**config.mk**
```make
export PLATFORM = sky130hd
export DESIGN_NAME = prog_counter_flat
export DESIGN_NICKNAME = d
export VERILOG_FILES = /design/src/rtl/timer_pkg.sv /design/src/rtl/prog_counter_if.sv /design/src/rtl/prog_counter_prescaler.sv /design/src/rtl/prog_counter.sv /design/src/flat_wrapper.sv
export SDC_FILE = /design/constraint.sdc
export NUM_CORES = 1
export LEC_CHECK = 0
export CORE_UTILIZATION = 52
export DETAILED_ROUTE_END_ITERATION = 12
export PLACE_DENSITY = 0.81
export SLEW_MARGIN = 20
export SYNTH_ARGS = -nofsm -noshare
export SYNTH_HDL_FRONTEND = slang
export SYNTH_HIERARCHICAL = 1
export SYNTH_SLANG_ARGS = --single-unit
```
**constraint.sdc**
```tcl
create_clock -name clk -period 3.4 [get_ports clk]
set_clock_uncertainty 0.05 [all_clocks]
set_input_delay 0.34 -clock clk [delete_from_list [all_inputs] [get_ports clk]]
set_output_delay 0.34 -clock clk [all_outputs]
set_load 0.02 [all_outputs]
```
**src/rtl/timer_pkg.sv**
```systemverilog
// Shared constants for the programmable timer/counter blocks.
package timer_pkg;

  localparam logic DIR_UP    = 1'b1;
  localparam logic DIR_DOWN  = 1'b0;
  localparam logic MODE_WRAP = 1'b0;
  localparam logic MODE_SAT  = 1'b1;

  localparam int DEF_WIDTH      = 8;
  localparam int DEF_PRESCALE_W = 4;
  localparam int DEF_RESET_VAL  = 0;

endpackage

```
**src/rtl/prog_counter_if.sv**
```systemverilog
// Control/status bundle of the programmable counter; master drives controls, slave is the counter.
interface prog_counter_if #(
  parameter int WIDTH      = 8,
  parameter int PRESCALE_W = 4
);
  logic                  en;
  logic                  up_dn;
  logic                  load;
  logic [WIDTH-1:0]      load_val;
  logic [WIDTH-1:0]      modulo;
  logic                  sat_mode;
  logic [PRESCALE_W-1:0] prescale;
  logic                  clr_ovf;
  logic [WIDTH-1:0]      cnt;
  logic                  tc;
  logic                  ovf;

  modport master (
    output en, up_dn, load, load_val, modulo, sat_mode, prescale, clr_ovf,
    input  cnt, tc, ovf
  );

  modport slave (
    input  en, up_dn, load, load_val, modulo, sat_mode, prescale, clr_ovf,
    output cnt, tc, ovf
  );
endinterface

```
**src/rtl/prog_counter_prescaler.sv**
```systemverilog
// Clock-enable divider: emits one tick every prescale+1 enabled cycles.
module prog_counter_prescaler #(
  parameter int PRESCALE_W = 4
) (
  input  logic                  clk,
  input  logic                  reset,
  input  logic                  en,
  input  logic                  clear,
  input  logic [PRESCALE_W-1:0] prescale,
  output logic                  tick
);

  logic [PRESCALE_W-1:0] pre_cnt_reg;
  logic [PRESCALE_W-1:0] pre_cnt_next;

  // >= compare so that shrinking prescale below pre_cnt ticks right away
  assign tick = en & (pre_cnt_reg >= prescale);

  always_comb begin
    pre_cnt_next = pre_cnt_reg;
    if (clear) begin
      pre_cnt_next = '0;
    end else if (en) begin
      pre_cnt_next = tick ? '0 : pre_cnt_reg + 1'b1;
    end
  end

  always_ff @(posedge clk) begin
    if (reset) begin
      pre_cnt_reg <= '0;
    end else begin
      pre_cnt_reg <= pre_cnt_next;
    end
  end

endmodule

```
**src/rtl/prog_counter.sv**
```systemverilog
// Programmable up/down counter with prescaler, load, modulo bound, wrap/saturate,
// terminal-count pulse and sticky overflow flag.
module prog_counter
  import timer_pkg::*;
#(
  parameter int WIDTH      = DEF_WIDTH,
  parameter int PRESCALE_W = DEF_PRESCALE_W,
  parameter int RESET_VAL  = DEF_RESET_VAL
) (
  input logic           clk,
  input logic           reset,
  prog_counter_if.slave bus
);

  logic             tick;
  logic             boundary;
  logic [WIDTH-1:0] cnt_reg;
  logic [WIDTH-1:0] cnt_next;
  logic             tc_reg;
  logic             tc_next;
  logic             ovf_reg;
  logic             ovf_next;

  prog_counter_prescaler #(
    .PRESCALE_W (PRESCALE_W)
  ) u_prescaler (
    .clk      (clk),
    .reset    (reset),
    .en       (bus.en),
    .clear    (bus.load),
    .prescale (bus.prescale),
    .tick     (tick)
  );

  always_comb begin
    cnt_next = cnt_reg;
    boundary = 1'b0;
    if (bus.load) begin
      cnt_next = (bus.load_val > bus.modulo) ? bus.modulo : bus.load_val;
    end else if (tick) begin
      if (bus.up_dn == DIR_UP) begin
        if (cnt_reg < bus.modulo) begin
          cnt_next = cnt_reg + 1'b1;
        end else begin
          boundary = 1'b1;
          cnt_next = (bus.sat_mode == MODE_SAT) ? bus.modulo : '0;
        end
      end else begin
        // A run-time modulo reduction pulls the count back into range silently
        if (cnt_reg > bus.modulo) begin
          cnt_next = bus.modulo;
        end else if (cnt_reg != '0) begin
          cnt_next = cnt_reg - 1'b1;
        end else begin
          boundary = 1'b1;
          cnt_next = (bus.sat_mode == MODE_SAT) ? '0 : bus.modulo;
        end
      end
    end
    tc_next  = boundary;
    ovf_next = boundary | (ovf_reg & ~bus.clr_ovf);
  end

  always_ff @(posedge clk) begin
    if (reset) begin
      cnt_reg <= WIDTH'(RESET_VAL);
      tc_reg  <= 1'b0;
      ovf_reg <= 1'b0;
    end else begin
      cnt_reg <= cnt_next;
      tc_reg  <= tc_next;
      ovf_reg <= ovf_next;
    end
  end

  assign bus.cnt = cnt_reg;
  assign bus.tc  = tc_reg;
  assign bus.ovf = ovf_reg;

endmodule

```
**src/flat_wrapper.sv**
```systemverilog
// flat-port wrapper written by rule: the top's interface ports become plain ports
module prog_counter_flat import timer_pkg::*;
#(
  parameter int WIDTH      = DEF_WIDTH,
  parameter int PRESCALE_W = DEF_PRESCALE_W,
  parameter int RESET_VAL  = DEF_RESET_VAL
)
  (clk, reset, bus_en, bus_up_dn, bus_load, bus_load_val, bus_modulo, bus_sat_mode, bus_prescale, bus_clr_ovf, bus_cnt, bus_tc, bus_ovf);
  prog_counter_if #(.WIDTH(WIDTH), .PRESCALE_W(PRESCALE_W)) bus_i ();
  input logic clk;
  input logic reset;
  input wire logic [$bits(bus_i.en)-1:0] bus_en;
  input wire logic [$bits(bus_i.up_dn)-1:0] bus_up_dn;
  input wire logic [$bits(bus_i.load)-1:0] bus_load;
  input wire logic [$bits(bus_i.load_val)-1:0] bus_load_val;
  input wire logic [$bits(bus_i.modulo)-1:0] bus_modulo;
  input wire logic [$bits(bus_i.sat_mode)-1:0] bus_sat_mode;
  input wire logic [$bits(bus_i.prescale)-1:0] bus_prescale;
  input wire logic [$bits(bus_i.clr_ovf)-1:0] bus_clr_ovf;
  output wire logic [$bits(bus_i.cnt)-1:0] bus_cnt;
  output wire logic [$bits(bus_i.tc)-1:0] bus_tc;
  output wire logic [$bits(bus_i.ovf)-1:0] bus_ovf;
  assign bus_i.en = bus_en;
  assign bus_i.up_dn = bus_up_dn;
  assign bus_i.load = bus_load;
  assign bus_i.load_val = bus_load_val;
  assign bus_i.modulo = bus_modulo;
  assign bus_i.sat_mode = bus_sat_mode;
  assign bus_i.prescale = bus_prescale;
  assign bus_i.clr_ovf = bus_clr_ovf;
  assign bus_cnt = bus_i.cnt;
  assign bus_tc = bus_i.tc;
  assign bus_ovf = bus_i.ovf;
  prog_counter #(.WIDTH(WIDTH), .PRESCALE_W(PRESCALE_W), .RESET_VAL(RESET_VAL)) u_core (.clk(clk), .reset(reset), .bus(bus_i));
endmodule
```
# Yosys cells after proc, flatten, opt, wreduce, memory -nomap -nowiden
# Cells that the tools add are included.
[word_totals] inputBits=27 out_inout_bits=10 word_cells=34 reg_bits=14
[op_classes] magnitude_cmp=4 n_mux=16 n_reduce_logical=3 n_bitwise=4 add_sub_neg=3
[ops] cell="2-to-1 mux 8 bit" n=9
[ops] cell="> comparator 8 bit" n=2
[ops] cell="adder 8 x 1 -> 8 bit (second input constant)" n=1
[ops] cell="< comparator 8 bit" n=1
[ops] cell="nonzero test 8 bit" n=1
[ops] cell="subtractor 8 x 1 -> 8 bit (second input constant)" n=1
[ops] cell="2-to-1 mux 1 bit" n=6
[ops] cell="adder 4 x 1 -> 4 bit (second input constant)" n=1
[ops] cell=">= comparator 4 bit" n=1
[ops] cell="2-to-1 mux 4 bit" n=1
[ops] cell="AND 1 bit" n=2
[ops] cell="nonzero test 2 bit" n=1
[ops] cell="OR reduction 2 bit" n=1
[ops] cell="inverter 1 bit" n=1
[ops] cell="OR 1 bit" n=1

# Logic depth before layout (Yosys ltp)
# Gate-level depths: netlist (run 1).
[logic_depth] depth_word=7 ltp_mapped=11 depth_no_buf=10

# Hierarchy
# The synthesis (run 1) kept the hierarchy.
[by_module_without_submodules] module="prog_counter" cells_each=208 n_inst=1 area_per_inst_um2=1539.0 seq_area_each_um2=200.2
[by_module_without_submodules] module="prog_counter_prescaler" cells_each=35 n_inst=1 area_per_inst_um2=292.8 seq_area_each_um2=80.1

# Worst setup path before layout (run 1)
# No wires, ideal clock.
[synth_path] path_type="reg-to-reg" start="reg u_core.cnt_reg[0], in the netlist u_core/bus.cnt[0]" end="reg u_core.cnt_reg[7], in the netlist u_core/bus.cnt[7]" n_path_buf=2 synth_period_minus_slack_ps=2612 setup_time_ps=117 path_stages_with_launch=11 t_arrival_ps=2445 required_ps=3233 slack_ps=788 cell_sequence="dfxtp_1 -> clkbuf_1 -> inv_1 -> ha_1 -> nand4_1 -> nor2_2 -> a211oi_1 -> or3_1 -> buf_2 -> a221o_1 -> a32o_1"
[synth_between] elab_chain_cells=6 word_cells_on_any_way=11 classes_between="add/sub (2); order compare (2); mux (6); reduce/logical (1)"
[synth_lines] element="start, declared" line_no="prog_counter.sv:17" text="logic [WIDTH-1:0] cnt_reg;"
[synth_lines] element="start signal, assigned" line_no="prog_counter.sv:66" text="cnt_reg <= WIDTH'(RESET_VAL);"
[synth_lines] element="start signal, assigned" line_no="prog_counter.sv:70" text="cnt_reg <= cnt_next;"
[synth_lines] element="subtractor 8 x 1 -> 8 bit or nonzero test 8 bit (tied branches)" line_no="prog_counter.sv:53, prog_counter.sv:52"
[synth_lines] element="2-to-1 mux 8 bit" line_no="prog_counter.sv:52" text="end else if (cnt_reg != '0) begin"
[synth_lines] element="2-to-1 mux 8 bit" line_no="prog_counter.sv:50" text="if (cnt_reg > bus.modulo) begin"
[synth_lines] element="2-to-1 mux 8 bit *" line_no="prog_counter.sv:41" text="if (bus.up_dn == DIR_UP) begin"
[synth_lines] element="2-to-1 mux 8 bit *" line_no="prog_counter.sv:40" text="end else if (tick) begin"
[synth_lines] element="2-to-1 mux 8 bit *" line_no="prog_counter.sv:38" text="if (bus.load) begin"
# Every way passes the cells marked *; elsewhere a longest branch is shown, timed or not. The select of a mux whose other input is x is not followed.
# A chain may end at the register's enable or synchronous reset.

# Final worst setup path (run 1)
[layout_path] start="in bus_modulo[7]" end="reg u_core.cnt_reg[7], in the netlist u_core/bus.cnt[7]"
[layout_between] elab_chain_cells=6 word_cells_on_any_way=12 classes_between="order compare (3); mux (9)"
[layout_lines] element="start, declared" line_no="flat_wrapper.sv:16" text="input wire logic [$bits(bus_i.modulo)-1:0] bus_modulo;"
[layout_lines] element="branches (longest 5 deep; another with > comparator 8 bit)"
[layout_lines] element="2-to-1 mux 8 bit *" line_no="prog_counter.sv:38"
# Every way passes the cells marked *. The select of a mux whose other input is x is not followed.

==> run summary, run 1 <==
CTS Hold Bufs -> 0
Hold Crit Start -> u_core/bus.ovf
Least-Margin Pin Slew -> 0.629 ns
DR pass1 iterations -> 5
CP max FO -> 6
Met3 GRT Util -> 3.36%
Gp weighted congestion -> 0.905
Synth unique cells -> 53
Die Y-Extent -> 61.4 µm
CTS buffer count -> 3
Max_slew headroom -> 57.9%
Power per standard cell area -> 269 nW/µm²
Final net count -> 325
R2R setup slack -> 0.73 ns
CTS tree -> yes
Die W -> 61.4 µm
Fin cells -> 318
Vias in the first global route -> 1744
Largest net degree at the start of global routing -> 19
Lkg Pwr -> 0.917 nW
Layout cell share with drive strength beyond 1 -> 6.25%
Largest register FFs -> 8
Status -> completed
Clock buffer depth -> 2
IO Count -> 37
Worst Reg-to-Reg Cells -> 8
Half-perimeter wire length after placement -> 3.94 mm
Vias per cell -> 6.39
Post-CTS setup buffer count -> 0
Syn Std Cell Area -> 1830 µm²
Wire per inst -> 15.9 µm
Clock Sink Count -> 14
# DRC -> 0
Placed Cells -> 315
RSZ-0062 raised after global routing -> false
Starting Density -> 54.5%
Critical path arrival -> 2.92 ns
Peak VDD IR -> 0.000120 V
Antenna cells -> 0
Antenna-violating nets left -> 0
Cts repair resizes -> 0
GRT Max-Usage Layer -> met2
IO buf count -> 36
Post-synth EDFFs -> 0
Main area contributors after synthesis -> ha_1, dfxtp_1, nand2_1
F_max -> 358 MHz
Gr usage total -> 28.3%
Core ar. -> 3360 µm²
Pwr Total -> 0.000601 W
Global route overflow -> 0
Critical path's slowest cell -> clkdlybuf4s50_1
Hold Crit Class -> flop to flop
Row count -> 21
First-pass GRT wire length -> 7.94 mm
GRT met1 Usage -> 38.1%
Critical register-to-register path endpoint -> u_core/bus.cnt[7]
CP Class -> input pin to flop
Final Hold Vio Count -> 0
Worst-skew pair later-pin latency -> 0.28 ns
Post-Synthesis Cells -> 243
Starting DRT DRC Count -> 122
WL final -> 5.07 mm
CP startpoint -> bus_modulo[7]
Area share of the leading cell type in the synthesized netlist -> 16.4%
Hold Path End -> u_core/bus.ovf
# setup viols final -> 0
Crit path cell chain -> clkdlybuf4s50_1 > inv_1 > ha_1 > nand4_2 > nor2_2 > a211oi_1 > or3_1 > a221o_1 > a32o_1
Min Clock Period, post-route -> 2.80 ns
GR Util met2 -> 46.6%
Max Cap Viol -> 0
WP data required -> 3.53 ns
Worst-path clk slew -> 0.08 ns
H-tree depth -> 1
Via count -> 2032
R2r startpoint -> u_core/bus.cnt[0]
Post-synthesis register bit count -> 14
Avg Cell Area, Syn -> 7.54 µm²
DIE AREA -> 3760 µm²
Setup TNS -> 0 ns
Tcrit/Tclk final -> 82.2%
Post-synth top area cell -> ha_1
Warnings from Yosys -> 6
CP Capture Type -> flop
Initial antenna violation count -> 0
Area Growth Syn to Fin -> 22.1%
CP peak stage delay -> 0.57 ns
Clock root buffer -> clkbuf_4
Slew Limit Fails -> 0
Post-Syn Nets -> 294
Synth Flop Type -> dfxtp_1
Critical Path Start Type -> input pin
Async SR Flop Fraction -> 0%
Register area share after synthesis -> 15.3%
Hold Crit Depth -> 2
worst max-delay path, delay by kind of cell:
family | cells | cell delay (ns)
AND/OR/NAND/NOR | 3 | 0.86
AO/OA/AOI/OAI | 3 | 0.72
buffers and inverters | 2 | 0.66
adder cells (fa/ha/maj) | 1 | 0.35
cell usage after synthesis, drive strengths merged, types with 2 or more instances:
cell	count
nand3	9
and3	3
a221oi	4
o31ai	4
clkbuf	8
a311oi	2
o211ai	5
o22ai	2
xor2	5
a21oi	14
a31oi	3
a211o	2
a32oi	3
buf	6
a211oi	4
a21o	4
nand3b	3
or2	2
nor4	6
nor2	21
o21ai	9
o21a	2
nand2	19
nand2b	4
xnor2	7
or4	2
nor4b	2
a2111oi	5
nor3	10
inv	19
nand4	5
mux2i	5
ha	24
dfxtp	14
cells in the final DEF, fill, tap and decap left out, types with 4 or more instances in the layout:
master,instances
a21oi_1,13
nand3_1,9
xor2_1,5
nor2_1,19
ha_1,24
inv_1,18
a221oi_1,4
xnor2_1,7
o211ai_1,4
a21o_1,4
nand4_1,4
o21ai_0,6
o31ai_1,4
clkdlybuf4s50_1,36
nand2_1,19
buf_4,4
nand2b_1,4
nor4_1,5
mux2i_1,5
nor3_1,10
dfxtp_1,14
per-stage QoR:
stage / hold WS [ns] / worst slack [ns] / cell area, µm² / util (%)
floorplan: 0.367 / 0.788 / 1830 / -
global placement: 0.393 / 0.359 / 2210 / 65.8
detailed placement: 0.396 / 0.369 / 2210 / 65.8
CTS: 0.415 / 0.656 / 2240 / 66.5
global route: 0.445 / 0.481 / 2240 / 66.5
finish: 0.413 / 0.605 / 2240 / 66.5
final cells by class:
type	count	area, µm²
Clock buffer	3	22.5
Fill cell	316	1130
Inverter	19	71.3
Multi-Input combinational cell	196	1420
Sequential cell	14	280
Tap cell	46	57.6
Timing Repair Buffer	40	390
per-layer routing:
layer / vias to the layer above / part of all wire (%)
met2: 111 / 48
met1: 942 / 42
met5: - / 0
li1: 965 / -
met4: 0 / 1.5
met3: 14 / 8.6
worst max path at each step:
stage                                    to
after global placement    u_core/bus.cnt[7]
after floorplan           u_core/bus.cnt[7]
after CTS                 u_core/bus.cnt[7]
after detailed placement  u_core/bus.cnt[7]
final                     u_core/bus.cnt[7]
after global routing      u_core/bus.cnt[7]
report_power, final:
part           switching, W  leakage, nW  internal [W]   total, W
clock             0.0000541       0.0138     0.0000411  0.0000952
sequential        0.0000222        0.115      0.000174   0.000196
combinational      0.000171        0.788      0.000139   0.000310
cells by family after synthesis:
group,after synthesis,synth area share [%]
and+or+nand+nor,90,26.6
AOI/OAI and AO/OA,65,25.8
buffers and inverters,33,7.44
adders and majority gates,24,16.4
DFF,14,15.3
xor gates and xnor gates,12,5.74
muxes,5,2.73
No activity file was read; power rests on OpenSTA's default activity.
==> run 2, diff against run 1 <==
- CORE_UTILIZATION: 52 -> 47
- PLACE_DENSITY: 0.81 -> 0.77
- clock period: 3.4 -> 2.5 ns (I/O delays scaled with it)
==> run summary, run 2 (synthesis gave the netlist of run 1 again) <==
RSZ-0062 raised after global routing -> true
Largest net degree at the start of global routing -> 16 (-3)
Sequential Power Share -> 24.2% (-8.4 points)
Worst-path clk slew -> 0.07 ns (about the same)
Min Clock Period, post-route -> 2.45 ns
Gr usage total -> 30.1% (+1.8 points)
IO buf count -> 36 (unchanged)
Die W -> 64.4 µm (+5.0%)
Initial antenna violation count -> 0 (unchanged)
DIE AREA -> 4150 µm² (+10%)
Internal power -> 0.000645 W (+82%)
Commonest non-fill, non-tap cell in the layout -> buf_4
Routed length on met3 -> 536 µm (+23%)
Row count -> 22 (+4.8%)
CTS tree -> yes
Layout cell share with drive strength beyond 1 -> 24.0% (+18 points)
R2r startpoint -> u_core/u_prescaler/pre_cnt_reg[0]
Placed Cells -> 361 (+15%)
Psw -> 0.000398 W (+61%)
CP Capture Type -> flop
CTS Hold Bufs -> 0 (unchanged)
CP Class -> input pin to flop
Setup TNS -> 0 ns (unchanged)
Peak VDD IR -> 0.000238 V (+98%)
Post-CTS setup buffer count -> 0 (unchanged)
Half-perimeter wire length after placement -> 4.48 mm (+14%)
WL final -> 6.04 mm (+19%)
Tcrit/Tclk final -> 98.1%
Hold Crit Class -> flop to flop
Wire per inst -> 16.6 µm (+3.8%)
Lkg Pwr -> 1.15 nW (+25%)
Logic pwr share -> 53.4% (+1.8 points)
Final Hold Vio Count -> 0 (unchanged)
# setup viols final -> 0 (unchanged)
M1 wire length -> 2.52 mm (+17%)
Via count -> 2249 (+11%)
IO Count -> 37 (unchanged)
Critical path arrival -> 2.54 ns (-0.38 ns)
CP startpoint -> bus_modulo[5]
Clock root buffer -> clkbuf_8
Power per standard cell area -> 386 nW/µm² (+44%)
Net Sw Frac -> 38.2% (-2.9 points)
Antenna cells -> 0 (unchanged)
Max Cap Viol -> 0 (unchanged)
DR pass1 iterations -> 6 (+1)
H-tree depth -> 1 (unchanged)
Core ar. -> 3690 µm² (+9.7%)
Uppermost layer routed -> met4
Starting DRT DRC Count -> 128 (+4.9%)
Clk pwr share -> 22.4% (+6.6 points)
Worst-skew pair later-pin latency -> 0.25 ns (-0.03 ns)
Pwr Total -> 0.00104 W (+73%)
CP max FO -> 3 (-3)
Least-Margin Pin Slew -> 0.550 ns (-0.0787 ns)
First-pass GRT wire length -> 9.67 mm (+22%)
Hold WS -> 0.417 ns (+0.00401 ns)
Max_slew headroom -> 63.1% (+5.1 points)
Vias in the first global route -> 2129 (+22%)
Critical Path Start Type -> input pin
Critical path's slowest cell -> clkdlybuf4s50_1
Most frequent cells in the layout -> buf_4, clkdlybuf4s50_1, ha_1, nor2_1, nand2_1
Largest register FFs -> 8 (unchanged)
Antenna-violating nets left -> 0 (unchanged)
WP data required -> 2.59 ns (-0.94 ns)
Die Y-Extent -> 64.4 µm (+5.0%)
Final net count -> 369 (+14%)
Slew Limit Fails -> 0 (unchanged)
Clock Sink Count -> 14 (unchanged)
Hold Crit Start -> u_core/bus.ovf
Fin cells -> 365 (+15%)
CTS buffer count -> 3 (unchanged)
Area Growth Syn to Fin -> 47.5%
DR WL met2 -> 2.72 mm (+13%)
F_max -> 408 MHz
Starting Density -> 49.7% (-4.8 points)
Vias per cell -> 6.16 (-3.6%)
# DRC -> 0 (unchanged)
Crit path cell chain -> clkdlybuf4s50_1 > inv_1 > ha_1 > a21oi_1 > o21a_1 > nor2_2 > or3_4 > a221o_1 > a32o_1
CP peak stage delay -> 0.48 ns (-0.09 ns)
Clock buffer depth -> 2 (unchanged)
Status -> completed
Gp weighted congestion -> 0.961 (+6.3%)
Filler instances -> 266 (-16%)
Global route overflow -> 0 (unchanged)
[run 2: changes by cell type in the layout (fill, tap and decap cells not counted), sizes merged]
cell,before,now
clkbuf,3,4
buf,4,48
[run 2: worst paths after layout]
kind / endpoint / slack, ns / depth (start not counted)
worst max register to register: u_core/bus.cnt[2] / 0.11 / 9
worst max-delay path: u_core/bus.cnt[7] / 0.05 / 9
worst min register to register: u_core/bus.ovf / 0.42 / 2
worst min-delay path: u_core/bus.ovf / 0.42 / 2
[run 2: repair_timing]
action / 4_1_cts / 5_1_grt
setup endpoints to repair: 7 / 8
gates resized for setup: 2 / 14
pin swaps: 1 / 8
[run 2: final cells by class]
cell class	instances	area (µm²)	area share [%]
Sequential cell	14	285	10.6
Inverter	19	71.3	2.64
Timing Repair Buffer	84	721	26.7
Multi-Input combinational cell	196	1510	55.9
Clock buffer	4	55.1	2.04
Tap cell	48	60.1	2.22
[run 2: metrics by stage]
| stage | area, µm² | setup WS, ns | util, % |
|---|---|---|---|
| after CTS | 2610 | 0.00994 | 70.8 |
| after floorplan | 1840 | 0.0624 | - |
| after detailed placement | 2550 | -0.296 | 69.2 |
| after global routing | 2700 | -0.0839 | 73.3 |
| final | 2700 | 0.0472 | 73.3 |
| after global placement | 2550 | -0.276 | 69.2 |
[run 2: layer usage]
metal / global-route usage, % / up-vias
met5: 0 / -
met4: 16.9 / 0
met3: 3.17 / 33
met2: 49.6 / 135
met1: 38.0 / 1027
li1: - / 1054
[run 2: worst max-delay path, delay by kind of cell]
family	cells	cell delay, ns
AOI/OAI and AO/OA	4	0.95
adders and majority gates	1	0.34
buffers and inverters	2	0.55
and+or+nand+nor	2	0.47
[run 2: power by group through the flow]
stage | registers (W) | clock network, W | logic (W)
final | 0.000252 | 0.000234 | 0.000557
after global routing | 0.000254 | 0.000247 | 0.000597
after CTS | 0.000250 | 0.000233 | 0.000512
after detailed placement | 0.000255 | 0 | 0.000504
after global placement | 0.000254 | 0 | 0.000497
after floorplan | 0.000275 | 0 | 0.000269
